===== src/rtl/mrd_pkg.sv =====
// rtl/mrd_pkg.sv - shared constants and types for the mixed-radix DFT datapath
package mrd_pkg;
  localparam int RDX5 = 5;
  typedef logic [2:0] slot_idx_t;
endpackage


===== src/rtl/mrd_rdx5_gather.sv =====
// rtl/mrd_rdx5_gather.sv - serial-to-parallel gather of five complex samples ahead of the radix-5 core
// Optional macro MRD_RDX5_GATHER_ERR_EN enables the partial-group discard pulse on err.
module mrd_rdx5_gather
  import mrd_pkg::*;
#(
  parameter int wDataInOut = 30,
  parameter int wGrp       = 12
) (
  input  logic                         clk,
  input  logic                         rst_n,
  input  logic                         in_val,
  input  logic                         in_sop,
  input  logic signed [wDataInOut-1:0] din_real,
  input  logic signed [wDataInOut-1:0] din_imag,
  output logic                         out_val,
  output logic signed [wDataInOut-1:0] dout_real [0:RDX5-1],
  output logic signed [wDataInOut-1:0] dout_imag [0:RDX5-1],
  output logic        [wGrp-1:0]       out_grp,
  output logic                         err
);

  localparam slot_idx_t LAST_SLOT = slot_idx_t'(RDX5 - 1);

  // The fifth sample bypasses storage and goes straight into the output register.
  logic signed [wDataInOut-1:0] slot_re [0:RDX5-2];
  logic signed [wDataInOut-1:0] slot_im [0:RDX5-2];
  slot_idx_t                    cnt;
  logic        [wGrp-1:0]       grp;

  always_ff @(posedge clk or negedge rst_n) begin
    if (!rst_n) begin
      cnt     <= '0;
      grp     <= '0;
      out_val <= 1'b0;
      out_grp <= '0;
      for (int i = 0; i < RDX5 - 1; i++) begin
        slot_re[i] <= '0;
        slot_im[i] <= '0;
      end
      for (int i = 0; i < RDX5; i++) begin
        dout_real[i] <= '0;
        dout_imag[i] <= '0;
      end
    end else begin
      out_val <= 1'b0;
      if (in_val) begin
        if (in_sop) begin
          // Frame start restarts the group even if a partial group is pending.
          slot_re[0] <= din_real;
          slot_im[0] <= din_imag;
          cnt        <= slot_idx_t'(1);
          grp        <= '0;
        end else if (cnt == LAST_SLOT) begin
          for (int i = 0; i < RDX5 - 1; i++) begin
            dout_real[i] <= slot_re[i];
            dout_imag[i] <= slot_im[i];
          end
          dout_real[RDX5-1] <= din_real;
          dout_imag[RDX5-1] <= din_imag;
          out_val           <= 1'b1;
          out_grp           <= grp;
          grp               <= grp + 1'b1;
          cnt               <= '0;
        end else begin
          slot_re[cnt[1:0]] <= din_real;
          slot_im[cnt[1:0]] <= din_imag;
          cnt               <= cnt + slot_idx_t'(1);
        end
      end
    end
  end

`ifdef MRD_RDX5_GATHER_ERR_EN
  always_ff @(posedge clk or negedge rst_n) begin
    if (!rst_n) begin
      err <= 1'b0;
    end else begin
      err <= in_val && in_sop && (cnt != '0);
    end
  end
`else
  assign err = 1'b0;
`endif

endmodule


===== config.mk =====
export PLATFORM = sky130hd
export DESIGN_NAME = mrd_rdx5_gather
export DESIGN_NICKNAME = d
export VERILOG_FILES = /design/src/rtl/mrd_pkg.sv /design/src/rtl/mrd_rdx5_gather.sv
export SDC_FILE = /design/constraint.sdc
export NUM_CORES = 1
export LEC_CHECK = 0
export ABC_AREA = 1
export BUFFER_PORTS_ARGS = -buffer_cell sky130_fd_sc_hd__buf_2
export CORE_UTILIZATION = 50
export CTS_CLUSTER_DIAMETER = 120
export DETAILED_ROUTE_END_ITERATION = 10
export GPL_TIMING_DRIVEN = 0
export PLACE_DENSITY = 0.75
export SYNTH_ARGS = -nofsm -noshare
export SYNTH_HDL_FRONTEND = slang
export SYNTH_SLANG_ARGS = --single-unit

===== constraint.sdc =====
create_clock -name clk -period 1.6 [get_ports clk]
set_input_delay 0.24 -clock clk [delete_from_list [all_inputs] [get_ports clk]]
set_output_delay 0.24 -clock clk [all_outputs]
set_load 0.005 [all_outputs]

## Word level (Yosys, flattened, before mapping)

Cells that the tools add are included.

| storage, ports and cells | value |
|---|---|
| output and inout port bits | 314 |
| flip-flop bits (word level) | 568 |
| input port bits | 64 |
| logic and storage cells | 52 |

| operators by class | value |
|---|---|
| $add $sub $neg | 2 |
| bitwise operators | 3 |
| multiplexer cells | 15 |
| reduce and logical (&&, ||, !) cells | 6 |
| eq/ne operators | 2 |
| magnitude comparators | 2 |

Operators by type and width:

| operator | number |
|---|---|
| 120-bit bitwise mux | 2 |
| 120-bit 2-to-1 mux | 2 |
| 30-bit 2-to-1 mux | 3 |
| 30-bit demux with 2-bit select | 1 |
| 12-bit 2-to-1 mux | 2 |
| 12-bit by 1-bit adder with 12-bit output, second input constant | 1 |
| 3-bit 2-to-1 mux | 2 |
| 3-bit AND reduction | 2 |
| 2-bit AND reduction | 2 |
| 3-bit by 1-bit adder with 3-bit output, second input constant | 1 |
| 3-bit == test, second input constant | 1 |
| 3-bit >= comparator, second input constant | 1 |
| 3-bit by 1-bit < comparator with 1-bit output, second input constant | 1 |
| 1-bit 2-to-1 mux | 3 |
| 2-bit inverter with 3-bit output | 1 |
| 2-bit != test, second input constant | 1 |
| 1-bit inverter | 2 |
| 2-bit nonzero test | 1 |
| 1-bit logical AND | 1 |

## Logic depth before layout (Yosys ltp)

| logic depth | value |
|---|---|
| depth in word-level cells | 8 |
| mapped depth | 10 |
| depth with buffers taken out | 9 |

## Worst setup path after synthesis

OpenSTA, ideal clock, no wires.

| timing path | value |
|---|---|
| path kind | reg2reg |
| from | register cnt[0] |
| to | register slot_im[78] (netlist name) |
| period minus slack after synthesis | 1.595 ns |
| arrival time | 1.472 ns |
| setup time | 0.122 ns |
| stages on the path, launching flop included | 11 |
| required time | 1.478 ns |
| buffers on the path | 2 |
| path slack | 0.005 ns |
| path through | dfrtp_1 inv_1 ha_1 nand2_1 nand2_1 nor2_2 nand2_2 buf_6 buf_2 nand2_1 o21ai_1 |

| on the way | value |
|---|---|
| word-level cells in the longest chain between the ends | 6 |
| elaborated cells on any way between the ends | 10 |
| classes of those cells | 2 x order compare; 1 x eq/ne; 3 x mux; 2 x bitwise; 2 x reduce/logical |

RTL lines:

| element | RTL line | RTL |
|---|---|---|
| from (decl) | mrd_rdx5_gather.sv:27 | `slot_idx_t cnt;` |
| from (signal assigned) | mrd_rdx5_gather.sv:51 | `cnt <= slot_idx_t'(1);` |
| from (signal assigned) | mrd_rdx5_gather.sv:67 | `cnt <= cnt + slot_idx_t'(1);` |
| 2-bit inverter with 3-bit output (not written as such) | mrd_rdx5_gather.sv:66 | `slot_im[cnt[1:0]] <= din_imag;` |
| 3-bit >= comparator (not written as such) or 3-bit by 1-bit < comparator with 1-bit output (tied branches) | mrd_rdx5_gather.sv:66 |  |
| 1-bit logical AND (not written as such) | mrd_rdx5_gather.sv:66 |  |
| 30-bit 2-to-1 mux (not written as such) | mrd_rdx5_gather.sv:66 |  |
| 30-bit demux with 2-bit select | mrd_rdx5_gather.sv:66 |  |
| 120-bit bitwise mux | mrd_rdx5_gather.sv:66 |  |
| to (signal, indexed assignment) | mrd_rdx5_gather.sv:66 |  |
| to (decl) | mrd_rdx5_gather.sv:26 | `logic signed [wDataInOut-1:0] slot_im [0:RDX5-2];` |

Several ways; a longest one is shown, not always the timed one.
A chain may end at the register's enable or synchronous reset.

## Final worst setup path

| timing path | value |
|---|---|
| from | register cnt[0] |
| to | register slot_re[14] (netlist name) |

| on the way | value |
|---|---|
| word-level cells in the longest chain between the ends | 6 |
| elaborated cells on any way between the ends | 10 |
| classes of those cells | 2 x order compare; 1 x eq/ne; 3 x mux; 2 x bitwise; 2 x reduce/logical |

RTL lines:

| element | RTL line | RTL |
|---|---|---|
| 2-bit inverter with 3-bit output (not written as such) | mrd_rdx5_gather.sv:65 | `slot_re[cnt[1:0]] <= din_real;` |
| 3-bit >= comparator (not written as such) or 3-bit by 1-bit < comparator with 1-bit output (tied branches) | mrd_rdx5_gather.sv:65 |  |
| 1-bit logical AND (not written as such) | mrd_rdx5_gather.sv:65 |  |
| 30-bit 2-to-1 mux (not written as such) | mrd_rdx5_gather.sv:65 |  |
| 30-bit demux with 2-bit select | mrd_rdx5_gather.sv:65 |  |
| 120-bit bitwise mux | mrd_rdx5_gather.sv:65 |  |
| to (signal, indexed assignment) | mrd_rdx5_gather.sv:65 |  |
| to (decl) | mrd_rdx5_gather.sv:25 | `logic signed [wDataInOut-1:0] slot_re [0:RDX5-2];` |

Several ways; a longest one is shown, not always the timed one.

==> summary.md <==
| Metric | Value |
|---|---|
| Endpoints failing setup | `238` |
| Req. time, crit path | `2080 ps` |
| Crit path max fanout | `10` |
| Grt total ovfl | `0` |
| Total Power | `0.0470 W` |
| Area Growth Syn to Fin | `31.0%` |
| Routed Antenna Nets | `0` |
| Critical Path End Type | `register` |
| Hold/Removal Path Class | `input pin to async pin` |
| Core ar. | `41900 um2` |
| IO Pins | `378` |
| CTS max path bufs | `3` |
| CP Launch Type | `register` |
| Final Critical Period | `1720 ps` |
| PD cells | `1680 nW/um2` |
| Commonest non-fill, non-tap cell in the layout | `nand2_1` |
| Leak pwr | `15.4 nW` |
| Syn Std Cell Area | `21300 um2` |
| Failing checks | `hold timing, setup timing` |
| DRC errors left | `0` |
| Gr usage total | `0.287` |
| Initial DRC count | `1577` |
| RSZ-0062 raised after global routing | `true` |
| Max Freq | `580 MHz` |
| Number of global-route vias before repair | `17179` |
| Slew Limit Fails | `0` |
| FF-to-FF path depth | `11` |
| Final Worst Setup Slack | `-124 ps` |
| Final nets | `2785` |
| Clock skew | `28.2 ps` |
| Worst Max-Slew Pin Slew | `638 ps` |
| Met2 usage | `0.480` |
| Clk root buf | `clkbuf_16` |
| Routability cong. | `0.850` |
| Vias post-DR | `17380` |
| Cts bufs inserted | `55` |
| First-pass GRT wire length | `96.1 mm` |
| Yosys reg bits | `568` |
| Initial antenna violation count | `1` |
| Starting Density | `0.508` |
| Peak supply drop | `1.09 mV` |
| Most frequent cells in the layout | `nand2_1 (990), dfrtp_1 (568), buf_2 (382), o21ai_1 (196), inv_1 (78)` |
| Fin. Hold Viols | `97` |
| Site Rows | `75` |
| CP arrival | `2200 ps` |
| Sequential area share after synthesis | `0.667` |
| Area occupied by multi-input gates | `6510 um2` |
| Die height | `208 um` |
| Fillers | `3138` |
| Post-place setup slack | `-655 ps` |
| Drt first pass iters | `6` |
| DR WL/cell | `19.4 um` |
| Die X | `208 um` |
| Die ar. | `43400 um2` |
| DP HPWL | `41.7 mm` |
| R2R Setup Slk | `-120 ps` |
| Clock H-tree levels | `2` |
| Final cell count without fillers | `3299` |
| Largest net degree at the start of global routing | `131` |
| Skew-Pair Late Insertion Delay | `620 ps` |
| Clock transition at the registers of the reported paths | `60 ps` |
| Final setup TNS | `-17680 ps` |
| Final WL | `64.1 mm` |
| Cell count after synthesis | `2212` |
| Yosys warns | `0` |
| Total clock sinks | `568` |
| # port buffers | `376` |
| TritonCTS clock tree | `built` |
| GR peak layer | `met2` |
| Relative slew slack | `0.575` |
| Worst flop-to-flop path startpoint | `cnt[0]$_DFFE_PN0P_` |
| Worst hold margin | `-412 ps` |
| GRT met1 Usage | `0.376` |
| Outcome | `finished with violations` |
| Max-cap check violation count | `0` |
| Reg2reg end | `slot_re[14]$_DFFE_PN0P_` |
| Sequential Area | `14200 um2` |
| Mapped Avg Cell Area | `9.63 um2` |
| Placed cells | `3131` |
| Synth Net Count | `2281` |
| Global-route track usage on met3 | `0.0640` |
| Vias per cell | `5.27` |
| Share of cells above drive strength 1 | `0.280` |
| Final period utilization | `1.08` |
| Cell variety after synth | `23` |
| Critical setup path kind | `register to register` |
per-stage QoR:
stage	utilization	instance area [um2]
after floorplan	-	21300
after global placement	0.569	23900
after detailed placement	0.572	24000
after CTS	0.641	26900
after global routing	0.666	27900
final	0.666	27900
cell type report:
class,count,share of cell area
clock buffer,86,0.0592
inverter,83,0.0112
sequential,568,0.509
clock inverter,14,0.00574
timing repair buffer,447,0.106
tap,539,0.0242
antenna,1,0.0000896
multi-input combinational,1438,0.233
buffer,123,0.0512
critical path, cell delays in order, from the launching register on:
cell and delay, ps:
dfrtp_1 370, inv_2 60, ha_4 180, nand2_8 90
nand2_4 60, nor2_4 150, buf_6 140, nand2_8 70
buf_12 170, buf_8 140, nand2_1 70, o21ai_1 70
power breakdown:
part / switching, W / internal [W]
clock: 0.00554 / 0.00742
sequential: 0.00343 / 0.0196
combinational: 0.00576 / 0.00527
total: 0.0147 / 0.0323
cells in the mapped netlist, drive strengths merged:
cell type / count / area [um2]
a21oi: 3 / 15.0
buf: 94 / 777
clkbuf: 29 / 109
conb: 1 / 3.75
dfrtp: 568 / 14200
ha: 5 / 62.6
inv: 83 / 312
nand2: 1074 / 4040
nand3: 14 / 70.1
nor2: 21 / 91.3
o211ai: 1 / 7.51
o21a: 1 / 7.51
o21ai: 315 / 1580
o22ai: 1 / 6.26
xnor2: 1 / 8.76
xor2: 1 / 8.76
worst max path at each step:
stage | cells past startpoint | start | end | slack (ps)
floorplan | 10 | cnt[0]$_DFFE_PN0P_ | slot_im[78]$_DFFE_PN0P_ | 5
global placement | 1 | rst_n | dout_real[116]$_DFFE_PN0P_ | -10690
detailed placement | 9 | cnt[0]$_DFFE_PN0P_ | dout_imag[16]$_DFFE_PN0P_ | -660
CTS | 11 | cnt[1]$_DFFE_PN0P_ | slot_re[14]$_DFFE_PN0P_ | -110
global route | 11 | cnt[0]$_DFFE_PN0P_ | slot_re[51]$_DFFE_PN0P_ | -200
finish | 11 | cnt[0]$_DFFE_PN0P_ | slot_re[14]$_DFFE_PN0P_ | -120
metal layers:
layer  routed length (um)  vias up
met5                    0        -
met4                 1570        0
met3                 4610      121
met2                31600      668
met1                26300     8660
li1                     -     7931
repair_timing:
item / CTS / global route
setup buffers: 10 / 5
resized for setup: 162 / 343
hold buffers: 34 / 1
gates cloned: 8 / 9
hold endpoints to repair: 189 / 98
endpoints found under the setup margin: 565 / 635
pin swaps: 4 / 5
flip-flops by register name, summed over array words and instances, names as in the netlist:
name,count
out_val,1
out_grp,12
cnt,3
grp,12
slot_im,120
dout_real,150
slot_re,120
dout_imag,150
kinds of logic after synthesis:
| logic type | Yosys count | share of synthesized area |
|---|---|---|
| compound gates | 321 | 0.0757 |
| buf+inv | 206 | 0.0562 |
| xor+xnor | 2 | 0.000822 |
| flops | 568 | 0.667 |
| other cells | 1 | 0.000176 |
| simple gates | 1109 | 0.197 |
| fa+ha+maj | 5 | 0.00294 |
Power figures use the tool's default switching activity.
